<file path="src/rtl/sc_gt_filter_pkg.sv">
// Shared types and defaults for the greater-than debounce filter.
// Holds the FSM state encoding and the default parameter values.
package sc_gt_filter_pkg;

  typedef enum logic [1:0] {
    IDLE    = 2'd0,
    QUALIFY = 2'd1,
    ALARM   = 2'd2,
    RELEASE = 2'd3
  } gtState_t;

  localparam int DEBOUNCE_CYCLES_DEF = 4;
  localparam int COUNT_WIDTH_DEF     = 3;
  localparam int EVENT_WIDTH_DEF     = 8;

endpackage

</file>
<file path="src/rtl/sc_gt_filter_sat.sv">
// sc_sat_counter: registered up-counter that holds at all-ones.
// Ports: clock, reset (async high), inc (count request), value.
module sc_sat_counter #(
  parameter int WIDTH = 8
) (
  input  logic             clock,
  input  logic             reset,
  input  logic             inc,
  output logic [WIDTH-1:0] value
);

  always_ff @(posedge clock or posedge reset) begin
    if (reset) begin
      value <= '0;
    end else if (inc && (value != {WIDTH{1'b1}})) begin
      value <= value + WIDTH'(1);
    end
  end

endmodule

</file>
<file path="src/rtl/sc_gt_filter.sv">
// Debounces a greater-than flag into a latched, acknowledged alarm.
// Ports: clock, async reset, gt/enable/ack in; alarm, count, events, state out.
module sc_gt_filter
  import sc_gt_filter_pkg::*;
#(
  parameter int DEBOUNCE_CYCLES = DEBOUNCE_CYCLES_DEF,
  parameter int COUNT_WIDTH     = COUNT_WIDTH_DEF,
  parameter int EVENT_WIDTH     = EVENT_WIDTH_DEF
) (
  input  logic                   SC_GT_FILTER_CLOCK_50,
  input  logic                   SC_GT_FILTER_RESET_InHigh,
  input  logic                   SC_GT_FILTER_greaterthan_In,
  input  logic                   SC_GT_FILTER_enable_In,
  input  logic                   SC_GT_FILTER_ack_In,
  output logic                   SC_GT_FILTER_alarm_Out,
  output logic [COUNT_WIDTH-1:0] SC_GT_FILTER_count_OutBUS,
  output logic [EVENT_WIDTH-1:0] SC_GT_FILTER_events_OutBUS,
  output logic [1:0]             SC_GT_FILTER_state_OutBUS
);

  localparam logic [COUNT_WIDTH-1:0] LAST =
    COUNT_WIDTH'(DEBOUNCE_CYCLES - 1);

  logic clk;
  logic rst;
  logic gt;
  logic en;
  logic ack;

  assign clk = SC_GT_FILTER_CLOCK_50;
  assign rst = SC_GT_FILTER_RESET_InHigh;
  assign gt  = SC_GT_FILTER_greaterthan_In;
  assign en  = SC_GT_FILTER_enable_In;
  assign ack = SC_GT_FILTER_ack_In;

  gtState_t               stateQ;
  gtState_t               stateD;
  logic [COUNT_WIDTH-1:0] countQ;
  logic [COUNT_WIDTH-1:0] countD;
  logic                   alarmQ;
  logic                   alarmD;
  logic                   eventInc;

  always_ff @(posedge clk or posedge rst) begin
    if (rst) begin
      stateQ <= IDLE;
      countQ <= '0;
      alarmQ <= 1'b0;
    end else begin
      stateQ <= stateD;
      countQ <= countD;
      alarmQ <= alarmD;
    end
  end

  always_comb begin
    stateD   = stateQ;
    countD   = countQ;
    alarmD   = alarmQ;
    eventInc = 1'b0;
    unique case (stateQ)
      IDLE: begin
        alarmD = 1'b0;
        if (en && gt) begin
          stateD = QUALIFY;
          countD = COUNT_WIDTH'(1);
        end else begin
          countD = '0;
        end
      end
      QUALIFY: begin
        alarmD = 1'b0;
        if (!en || !gt) begin
          stateD = IDLE;
          countD = '0;
        end else if (countQ == LAST) begin
          // ack is not looked at here: the alarm always latches
          stateD   = ALARM;
          countD   = '0;
          alarmD   = 1'b1;
          eventInc = 1'b1;
        end else begin
          countD = countQ + COUNT_WIDTH'(1);
        end
      end
      ALARM: begin
        countD = '0;
        alarmD = 1'b1;
        if (ack) begin
          alarmD = 1'b0;
          stateD = gt ? RELEASE : IDLE;
        end
      end
      RELEASE: begin
        countD = '0;
        alarmD = 1'b0;
        if (!gt) begin
          stateD = IDLE;
        end
      end
    endcase
  end

  sc_sat_counter #(
    .WIDTH(EVENT_WIDTH)
  ) uEvents (
    .clock(clk),
    .reset(rst),
    .inc  (eventInc),
    .value(SC_GT_FILTER_events_OutBUS)
  );

  assign SC_GT_FILTER_alarm_Out    = alarmQ;
  assign SC_GT_FILTER_count_OutBUS = countQ;
  assign SC_GT_FILTER_state_OutBUS = stateQ;

endmodule
</file>
<file path="config.mk">
export PLATFORM = sky130hd
export DESIGN_NAME = sc_gt_filter
export DESIGN_NICKNAME = d
export VERILOG_FILES = /design/src/rtl/sc_gt_filter_pkg.sv /design/src/rtl/sc_gt_filter_sat.sv /design/src/rtl/sc_gt_filter.sv
export SDC_FILE = /design/constraint.sdc
export NUM_CORES = 1
export LEC_CHECK = 0
export ABC_CLOCK_PERIOD_IN_PS = 1850
export BUFFER_PORTS_ARGS = -buffer_cell sky130_fd_sc_hd__buf_2
export CORE_MARGIN = 2
export CORE_UTILIZATION = 44
export CTS_BUF_LIST = sky130_fd_sc_hd__clkbuf_16
export DETAILED_ROUTE_END_ITERATION = 10
export PLACE_DENSITY = 0.81
export SLEW_MARGIN = 20
export SYNTH_ARGS = -nofsm -noshare
export SYNTH_HDL_FRONTEND = slang
export SYNTH_SLANG_ARGS = --single-unit
</file>
<file path="constraint.sdc">
create_clock -name SC_GT_FILTER_CLOCK_50 -period 1.85 [get_ports SC_GT_FILTER_CLOCK_50]
set_clock_uncertainty 0.05 [all_clocks]
set_input_delay 0.2775 -clock SC_GT_FILTER_CLOCK_50 [delete_from_list [all_inputs] [get_ports SC_GT_FILTER_CLOCK_50]]
set_output_delay 0.2775 -clock SC_GT_FILTER_CLOCK_50 [all_outputs]
set_load 0.03 [all_outputs]
</file>
==> metrics <==
outcome=finished, final reports clean; row count=14; register-to-register setup slack=0.19 ns; Synth Cell Area=684 um^2; final max-slew violation count=0; Worst Path Arrival=1.73 ns; WP buf/inv=0; top-area cell type share of the netlist area=0.512; Routability Congestion=0.785; clk sinks=14; H-tree depth=1; final net count=88; Min Clock Period, post-route=1.66 ns; Die Wd=43.4 um; final hold violation count=0; crit start category=register; DR iter-0 viols=4; port buffer count=18; register area share after synthesis=0.512; actual slew at the worst max-slew pin=0.529 ns; Netlist cell types=27; Levels on crit path=5; Ys Warns=0; Post-synth ARST share=1.00; total negative slack=0 ns; R2R cell count=5; cell count after synthesis=58; clk_lat worst skew=0.24 ns; leading area contributor after synthesis=dfrtp_1; PD cells=851 nW/um^2; worst-path cell chain=ha_1, nand3_1, nor3_4, nor2_1, mux2_1; Critical Path Slowest Stage Cell=dfrtp_1; Core Footprint=1490 um^2; top fanout value on the critical path=5; Worst Hold Class=input pin to asynchronous set/reset pin; number of routed nets with antenna violations=0; Rel. slew slack=0.647; RSZ-0062 raised after global routing=false; maximum root-to-sink buffer count=2; CTS Hold Bufs=0; first-pass GRT wire length=2120 um; Post-CTS Resized=0; commonest non-fill, non-tap cells in the layout=buf_2, dfrtp_1, xor2_1; most common cell after layout, fill and taps aside=buf_2; WP data required=1.92 ns; Setup Buffers After CTS=0; HPWL after DPL=875 um; DR vias/cell=5.30; endpoints failing setup=0; Max-Cap Viols=0; CTS clk-pin slew, worst paths=0.04 ns; WL per Instance=12.7 um; DR DRC count=0; post-synthesis register bit count=14; post-place setup slack=0.211 ns; largest net degree at the start of global routing=15; number of flops mapped to enable cells by yosys=0; leak pwr=0.520 nW; cell family with most CP delay=simple AND/OR/NAND/NOR gates; Worst path max stage delay=0.41 ns; root buf cell=clkbuf_16; vias in the first global route=486; ant diodes=0; Die ar.=1890 um^2; first-pass detailed-route iteration total=4; syn avg cell area=11.8 um^2; CP Capture Type=register; WL final=1220 um; grt total ovfl=0; Die Y=43.4 um; Setup CP Type=register to register; total I/O pin count=19; area growth from synthesis to layout=27.6%; final worst slack=0.195 ns; initial antenna violation count=0; Worst IR Drop VDD=0.508 mV; TritonCTS clock tree=done; total clock buffers created by CTS=3; Net Count, Synth=65; Initial Utilization=0.460; Max Fclk=0.604 GHz; layout cells sized above 1=0.350; final worst-path cycle share=0.895; post-layout util=0.587; via count=509; ys flop type=dfrtp_1; total track usage=0.156; Area contributors post-synth=dfrtp_1, xor2_1, ha_1
## layer usage
metal / wire [um] / global-route usage / up-vias
li1: - / - / 250
met1: 589 / 0.219 / 237
met2: 531 / 0.215 / 18
met3: 71 / 0.0417 / 4
met4: 30 / 0.0909 / 0
met5: 0 / 0 / -
## registers in the layout (all words and copies together), names as in the netlist
name,cells
SC_GT_FILTER_alarm_Out,1
SC_GT_FILTER_state_OutBUS,2
uEvents.value,8
SC_GT_FILTER_count_OutBUS,3
## area by class of cell
cell class	instances	area [um^2]
fillers	132	616
flip-flops and latches	14	350
multi-input cells	43	330
repair buffers	18	90.1
clock buffers	3	75.1
well taps	16	20.0
clock inverters	1	3.75
inverters	1	3.75
## cells by family after synthesis
kind of cell | synth area share
AOI/OAI and AO/OA | 0.0475
xor gates and xnor gates | 0.0640
muxes | 0.0475
adders and majority gates | 0.0366
and+or+nand+nor | 0.287
DFF | 0.512
buffers and inverters | 0.00548
## cell usage after synthesis, types with 2 or more instances
library cell   n
and3b_2        2
ha_1           2
mux2_1         2
nand2_1        4
dfrtp_1       14
o21ai_0        3
nor3_1         2
a21oi_1        2
xor2_1         5
nor2_1         3
nand3_1        3
## power breakdown
part | leakage [nW] | switching [mW] | internal, mW
registers | 0.193 | 0.00337 | 0.310
logic | 0.288 | 0.0185 | 0.00925
clock network | 0.0385 | 0.117 | 0.285
## through the flow
step / power, mW / hold slack (ns) / instance area, um^2 / std cells
finish: 0.743 / 0.0176 / 873 / 96
global route: 0.773 / 0.0838 / 873 / 96
CTS: 0.751 / 0.0427 / 873 / 96
detailed placement: 0.346 / 0.298 / 795 / 92
global placement: 0.346 / 0.293 / 795 / 92
floorplan: 0.335 / 0.117 / 684 / 58
## path summary, 6_finish.rpt
path                                                      start                      endpoint
max                                            uEvents.value[0]              uEvents.value[1]
min                                   SC_GT_FILTER_RESET_InHigh        SC_GT_FILTER_alarm_Out
max reg2reg                                    uEvents.value[0]              uEvents.value[1]
min reg2reg                                    uEvents.value[4]              uEvents.value[4]
max in group asynchronous             SC_GT_FILTER_RESET_InHigh  SC_GT_FILTER_state_OutBUS[1]
min in group SC_GT_FILTER_CLOCK_50  SC_GT_FILTER_greaterthan_In  SC_GT_FILTER_state_OutBUS[1]
(Power assumes the default switching activity.)
